**src/rtl/ahb_pkg.sv**
```systemverilog
// Shared AHB encodings, arbiter state type and the control payload routed
// from the owning bus unit onto the shared master port.
package ahb_pkg;

  localparam logic [1:0] HTRANS_IDLE   = 2'b00;
  localparam logic [1:0] HTRANS_NSEQ   = 2'b10;
  localparam logic [1:0] HTRANS_SEQ    = 2'b11;

  localparam logic [2:0] HBURST_SINGLE = 3'b000;
  localparam logic [2:0] HBURST_INCR   = 3'b001;

  localparam logic [3:0] HPROT_DEFAULT = 4'b0011;

  typedef enum logic [1:0] {
    ST_ARB     = 2'd0,
    ST_OWN     = 2'd1,
    ST_HANDOFF = 2'd2
  } arb_state_e;

  typedef struct packed {
    logic       hwrite;
    logic [2:0] hsize;
    logic [2:0] hburst;
    logic [3:0] hprot;
    logic [1:0] htrans;
    logic       hmastlock;
  } ahb_ctrl_t;

  localparam ahb_ctrl_t CTRL_IDLE = '{
    hwrite:    1'b0,
    hsize:     3'b000,
    hburst:    HBURST_SINGLE,
    hprot:     HPROT_DEFAULT,
    htrans:    HTRANS_IDLE,
    hmastlock: 1'b0
  };

  // Encode a one-hot grant (up to 8 requesters) into its index.
  function automatic logic [2:0] oh_to_idx(input logic [7:0] oh);
    logic [2:0] idx;
    idx = 3'd0;
    for (int i = 0; i < 8; i++) begin
      if (oh[i]) idx = idx | 3'(i);
    end
    return idx;
  endfunction

endpackage

```
**src/rtl/rr_pick.sv**
```systemverilog
// Combinational round-robin picker: first requester at or after position
// 'start', wrapping around; one-hot result, zero when nothing requests.
module rr_pick #(
  parameter int unsigned N = 2
) (
  input  logic [N-1:0] req,
  input  logic [2:0]   start,
  output logic [N-1:0] grant
);

  logic found;

  // Pass 0 scans [start, N), pass 1 wraps and scans [0, start).
  always_comb begin
    grant = '0;
    found = 1'b0;
    for (int pass = 0; pass < 2; pass++) begin
      for (int j = 0; j < int'(N); j++) begin
        if (!found && req[j] && ((pass == 0) == (j >= int'(start)))) begin
          grant[j] = 1'b1;
          found    = 1'b1;
        end
      end
    end
  end

endmodule

```
**src/rtl/ahb_bus_arbiter.sv**
```systemverilog
// Shares one AHB master port between the MMU walker (fixed priority) and the
// cache bus units (round-robin); ownership only changes via an idle handoff.
module ahb_bus_arbiter
  import ahb_pkg::*;
#(
  parameter int unsigned NREQ     = 3,
  parameter int unsigned AW       = 64,
  parameter int unsigned DW       = 64,
  parameter int unsigned MAX_HOLD = 1024
) (
  input  logic              clk,
  input  logic              rst,
  input  logic [NREQ-1:0]   bus_req,
  output logic [NREQ-1:0]   bus_ack,
  input  logic [NREQ*AW-1:0] m_haddr,
  input  logic [NREQ-1:0]   m_hwrite,
  input  logic [NREQ*3-1:0] m_hsize,
  input  logic [NREQ*3-1:0] m_hburst,
  input  logic [NREQ*4-1:0] m_hprot,
  input  logic [NREQ*2-1:0] m_htrans,
  input  logic [NREQ-1:0]   m_hmastlock,
  input  logic [NREQ*DW-1:0] m_hwdata,
  output logic [NREQ-1:0]   m_hready,
  output logic [NREQ-1:0]   m_hresp,
  output logic [DW-1:0]     m_hrdata,
  output logic [AW-1:0]     haddr,
  output logic              hwrite,
  output logic [2:0]        hsize,
  output logic [2:0]        hburst,
  output logic [3:0]        hprot,
  output logic [1:0]        htrans,
  output logic              hmastlock,
  output logic [DW-1:0]     hwdata,
  input  logic              hready,
  input  logic              hresp,
  input  logic [DW-1:0]     hrdata,
  output logic [2:0]        owner,
  output logic              hold_timeout
);

  localparam int unsigned RRN = NREQ - 1;
  localparam int unsigned HCW = $clog2(MAX_HOLD) + 1;

  arb_state_e      state;
  logic [NREQ-1:0] owner_oh;
  logic [2:0]      rr_ptr;
  logic [HCW-1:0]  hold_cnt;

  logic [RRN-1:0]  rr_grant;
  logic [NREQ-1:0] win;
  logic [2:0]      win_idx;
  logic [2:0]      rr_ptr_nxt;
  logic            owner_req;
  logic            others_pending;

  logic [AW-1:0]   sel_addr;
  logic [DW-1:0]   sel_wdata;
  ahb_ctrl_t       sel_ctrl;
  ahb_ctrl_t       unit_ctrl;
  ahb_ctrl_t       out_ctrl;

  // Units 1..NREQ-1 share the round-robin; the picker works in 0-based slots.
  rr_pick #(.N(RRN)) u_rr_pick (
    .req   (bus_req[NREQ-1:1]),
    .start (rr_ptr - 3'd1),
    .grant (rr_grant)
  );

  always_comb begin
    if (bus_req[0]) win = {{(NREQ-1){1'b0}}, 1'b1};
    else            win = {rr_grant, 1'b0};
    win_idx        = oh_to_idx(8'(win));
    rr_ptr_nxt     = (win_idx == 3'(NREQ - 1)) ? 3'd1 : win_idx + 3'd1;
    owner_req      = |(bus_req & owner_oh);
    others_pending = |(bus_req & ~owner_oh);
  end

  // owner_oh survives HANDOFF so the drained data phase still reaches its unit.
  always_ff @(posedge clk) begin
    if (rst) begin
      state        <= ST_ARB;
      bus_ack      <= '0;
      owner_oh     <= '0;
      owner        <= 3'd0;
      rr_ptr       <= 3'd1;
      hold_cnt     <= '0;
      hold_timeout <= 1'b0;
    end else begin
      hold_timeout <= 1'b0;
      unique case (state)
        ST_ARB: begin
          if (|bus_req) begin
            state    <= ST_OWN;
            bus_ack  <= win;
            owner_oh <= win;
            owner    <= win_idx;
            if (!bus_req[0]) rr_ptr <= rr_ptr_nxt;
          end
        end
        ST_OWN: begin
          if (!owner_req) begin
            state    <= ST_HANDOFF;
            bus_ack  <= '0;
            hold_cnt <= '0;
          end else if (others_pending && hold_cnt != HCW'(MAX_HOLD - 1)) begin
            hold_cnt     <= hold_cnt + HCW'(1);
            hold_timeout <= (hold_cnt == HCW'(MAX_HOLD - 2));
          end
        end
        ST_HANDOFF: begin
          if (hready) state <= ST_ARB;
        end
        default: state <= ST_ARB;
      endcase
    end
  end

  // AND-OR select of the current (or draining) owner's request payload.
  always_comb begin
    sel_addr  = '0;
    sel_wdata = '0;
    sel_ctrl  = '0;
    unit_ctrl = '0;
    for (int i = 0; i < int'(NREQ); i++) begin
      if (owner_oh[i]) begin
        unit_ctrl = '{
          hwrite:    m_hwrite[i],
          hsize:     m_hsize[i*3 +: 3],
          hburst:    m_hburst[i*3 +: 3],
          hprot:     m_hprot[i*4 +: 4],
          htrans:    m_htrans[i*2 +: 2],
          hmastlock: m_hmastlock[i]
        };
        sel_ctrl  = ahb_ctrl_t'(sel_ctrl | unit_ctrl);
        sel_addr  = sel_addr | m_haddr[i*AW +: AW];
        sel_wdata = sel_wdata | m_hwdata[i*DW +: DW];
      end
    end
  end

  always_comb begin
    out_ctrl = CTRL_IDLE;
    haddr    = '0;
    hwdata   = '0;
    m_hready = '0;
    m_hresp  = '0;
    if (state != ST_ARB) begin
      out_ctrl = sel_ctrl;
      haddr    = sel_addr;
      hwdata   = sel_wdata;
      m_hready = owner_oh & {NREQ{hready}};
      m_hresp  = owner_oh & {NREQ{hresp}};
      if (state == ST_HANDOFF) out_ctrl.htrans = HTRANS_IDLE;
    end
  end

  assign hwrite    = out_ctrl.hwrite;
  assign hsize     = out_ctrl.hsize;
  assign hburst    = out_ctrl.hburst;
  assign hprot     = out_ctrl.hprot;
  assign htrans    = out_ctrl.htrans;
  assign hmastlock = out_ctrl.hmastlock;
  assign m_hrdata  = hrdata;

endmodule

```
**config.mk**
```make
export PLATFORM = sky130hd
export DESIGN_NAME = ahb_bus_arbiter
export DESIGN_NICKNAME = d
export VERILOG_FILES = /design/src/rtl/ahb_pkg.sv /design/src/rtl/rr_pick.sv /design/src/rtl/ahb_bus_arbiter.sv
export SDC_FILE = /design/constraint.sdc
export NUM_CORES = 1
export LEC_CHECK = 0
export CAP_MARGIN = 30
export CORE_AREA = 3 3 281 283
export CTS_BUF_LIST = sky130_fd_sc_hd__clkbuf_4
export CTS_CLUSTER_SIZE = 12
export DETAILED_ROUTE_END_ITERATION = 7
export DIE_AREA = 0 0 284 286
export GPL_ROUTABILITY_DRIVEN = 0
export PLACE_DENSITY_LB_ADDON = 0.2
export SLEW_MARGIN = 30
export SYNTH_ARGS = -nofsm -noshare
export SYNTH_HDL_FRONTEND = slang
export SYNTH_SLANG_ARGS = --single-unit
export TNS_END_PERCENT = 1
```
**constraint.sdc**
```tcl
create_clock -name clk -period 5.6 [get_ports clk]
set_clock_uncertainty 0.2 [all_clocks]
set_input_delay 0.56 -clock clk [delete_from_list [all_inputs] [get_ports clk]]
set_output_delay 0.56 -clock clk [all_outputs]
set_load 0.03 [all_outputs]
```
==> impl_metrics.yaml <==
run_status:
  status: "finished clean"
hold_path:
  hold_path_end: "rr_ptr[1]"
  hold_class: "reg2reg"
  min_path_cells: 1
  min_from: "rr_ptr[1]"
final_layout:
  area_growth_pct: 173
  n_fill_cell: 8830
  drive_gt1_share_pct: 2.27
  fin_area_um2: 10400
  mostFrequentLayoutCells: "clkdlybuf4s50_1 (586), nor2_1 (147), a222oi_1 (141)"
  final_nets: 1515
  mostFrequentLayoutCell: "clkdlybuf4s50_1"
power_and_ir_drop:
  p_comb_share_pct: 79.5
  vdd_drop_max_mv: 0.0691
  swShare_pct: 46.1
  clkPwrFrac_pct: 6.0
  p_sw_uw: 646
  p_per_area_nw_per_um2: 135
  seq_power_share_pct: 14.5
  p_leak_uw: 0.00319
  internal-power_uw: 756
timing:
  fin_crit_ns: 3.67
  setup_tns_ns: 0
  rsz0062_at_grt: "no"
  drv_slew: 0
  setup_violations: 0
  fmax_ghz: 0.272
  fin_crit_sh_pct: 65.6
  holdWs_ns: 0.271
  slew-limit-headroom_pct: 38.9
  postLayoutSetupSlackWorst_ns: 1.93
  worst_pin_slew_ns: 0.917
  final_hold_viol_count: 0
route:
  drt_iter0_drc: 849
  via_per_inst: 3.39
  post_drt_wl_per_cell_um: 20.0
  first_pass_iters: 6
  routed_wl_mm: 41.3
  ant_nets: 0
  num_vias: 6978
  drcViolationCount: 0
logic_synthesis:
  netlist_instances: 546
  synth_top_flop_cell: "dfxtp_1"
  synth_seq_area_share_pct: 12.0
  yosysWarnings: 0
  synth_area_um2: 3820
  ys_ff_latch: 23
  avgSynthCellArea_um2: 7.00
  async_reset_ff_share_pct: 0
  ys_types: 41
  synth_fp_nets: 1047
  synth_edf_count: 0
clock_network:
  htreeDepth: 1
  cts_tree: "done"
  clk_pin_slew_worst_paths_ns: 0.12
  cts_resized: 0
  clockBufferDepth: 2
  postCtsSetupBuffers: 0
  clk-insertion-delay-late_ns: 0.30
  root_buffer: "clkbuf_4"
  cts_buffers: 3
  cts_hold_buf: 0
  cts.sinks: 23
setup_path:
  r2r_slack_ns: 2.93
  critical_path_class: "reg2out"
  cp_max_fo: 52
  critPathCaptureType: "output port"
  timing.rr.start: "owner_oh[1]"
  r2r_end: "hold_cnt[5]"
  cp-start-kind: "register"
  cp.arrival_ns: 2.91
  reg2reg_depth: 5
  required_ns: 4.84
grt:
  grtUsageTotal_pct: 9.35
  grt_pass1_wl_mm: 56.1
  grt_remaining_overflow: 0
  grt_max_degree: 75
  grt_pass1_vias: 7324
  antenna_found_initial: 17
flow_run:
  drv_cap: 0
placement:
  numPortBuffers: 586
  dp_hpwl_mm: 33.9
  post-place-ws_ns: 2.01
  place_area_um2: 10400
floorplanning:
  core-area_um2: 77000
  start_util_pct: 4.97
  ioPinCount: 716
  rows: 102
  die_y_um: 286
  dieArea_um2: 81200
  die_w_um: 284
-- worst max-delay path by stage --
stage / start / end / slack [ns] / cells after the start
floorplan: owner_oh[1] / haddr[18] / 3.11 / 5
global placement: m_hwdata[69] / hwdata[5] / 1.99 / 4
detailed placement: m_hwdata[69] / hwdata[5] / 2.01 / 4
CTS: owner_oh[2] / hwdata[5] / 1.77 / 4
global route: owner_oh[2] / hwdata[5] / 1.66 / 4
finish: owner_oh[2] / hwdata[5] / 1.93 / 4
-- critical path, cell delays in order (launching register included) --
cell and delay [ns]:
dfxtp_4 0.62, buf_4 0.58, a222oi_1 0.29, nor2_1 0.32, clkdlybuf4s50_1 0.76
-- sequential cells by signal (all words and copies together) (netlist names) --
| register | cells |
|---|---|
| hold_timeout | 1 |
| bus_ack | 3 |
| rr_ptr | 3 |
| hold_cnt | 11 |
| owner_oh | 3 |
| state | 2 |
-- synthesized netlist by cell type, types with 2 or more instances --
master	n	share of area, %
nand3_1	8	1.0
nand2_1	11	1.1
or4_1	2	0.39
nor3b_1	2	0.39
a222oi_1	141	37
nand4_1	3	0.49
a22oi_1	2	0.39
buf_1	9	0.88
inv_1	5	0.49
nor3_1	3	0.39
nand4b_1	3	0.69
or3_1	5	0.82
buf_4	67	13
dfxtp_1	23	12
nor2_1	148	15
ha_1	4	1.3
nor2b_1	5	0.82
or2_2	2	0.33
nor4_1	4	0.65
nand2b_1	2	0.33
clkbuf_1	56	5.5
and3_1	6	0.98
o31ai_1	4	0.79
a21oi_1	10	1.3
xnor2_1	5	1.1
-- stage by stage --
stage,std cells,power [µW],utilization (%)
2_1_floorplan,546,767,-
3_3_place_gp,2049,1340,13.5
3_5_place_dp,2049,1330,13.5
4_1_cts,2053,1430,13.5
5_1_grt,2054,1490,13.5
6_report,2059,1400,13.5
-- layout make-up --
class	instances	area, µm²	area share [%]
Multi-Input combinational cell	385	2610	25.0
Timing Repair Buffer	596	5980	57.4
Antenna cell	6	15.0	0.144
Inverter	5	18.8	0.180
Clock buffer	4	30.0	0.288
Sequential cell	23	472	4.53
Tap cell	1040	1300	12.5
-- per-layer routing --
layer / track usage (%) / vias to the layer above / wire length (µm)
li1: - / 3104 / -
met1: 10.6 / 3309 / 15900
met2: 15.8 / 495 / 19100
met3: 4.83 / 64 / 5160
met4: 1.88 / 6 / 1020
met5: 0 / - / 40
-- cell families after synthesis --
logic type | synth area share [%]
other | 0.0981
AOI/OAI and AO/OA | 40.6
and+or+nand+nor | 24.4
buffers and inverters | 20.2
xor gates and xnor gates | 1.37
adders and majority gates | 1.31
DFF | 12.0
-- power by group through the flow --
| stage | logic, µW | clock network [µW] | registers (µW) |
|---|---|---|---|
| final | 1110 | 84.5 | 203 |
| after global routing | 1190 | 96.4 | 206 |
| after CTS | 1130 | 90.2 | 204 |
| after detailed placement | 1130 | 0 | 207 |
| after global placement | 1130 | 0 | 208 |
| after floorplan | 585 | 0 | 182 |
(Power assumes the default switching activity.)
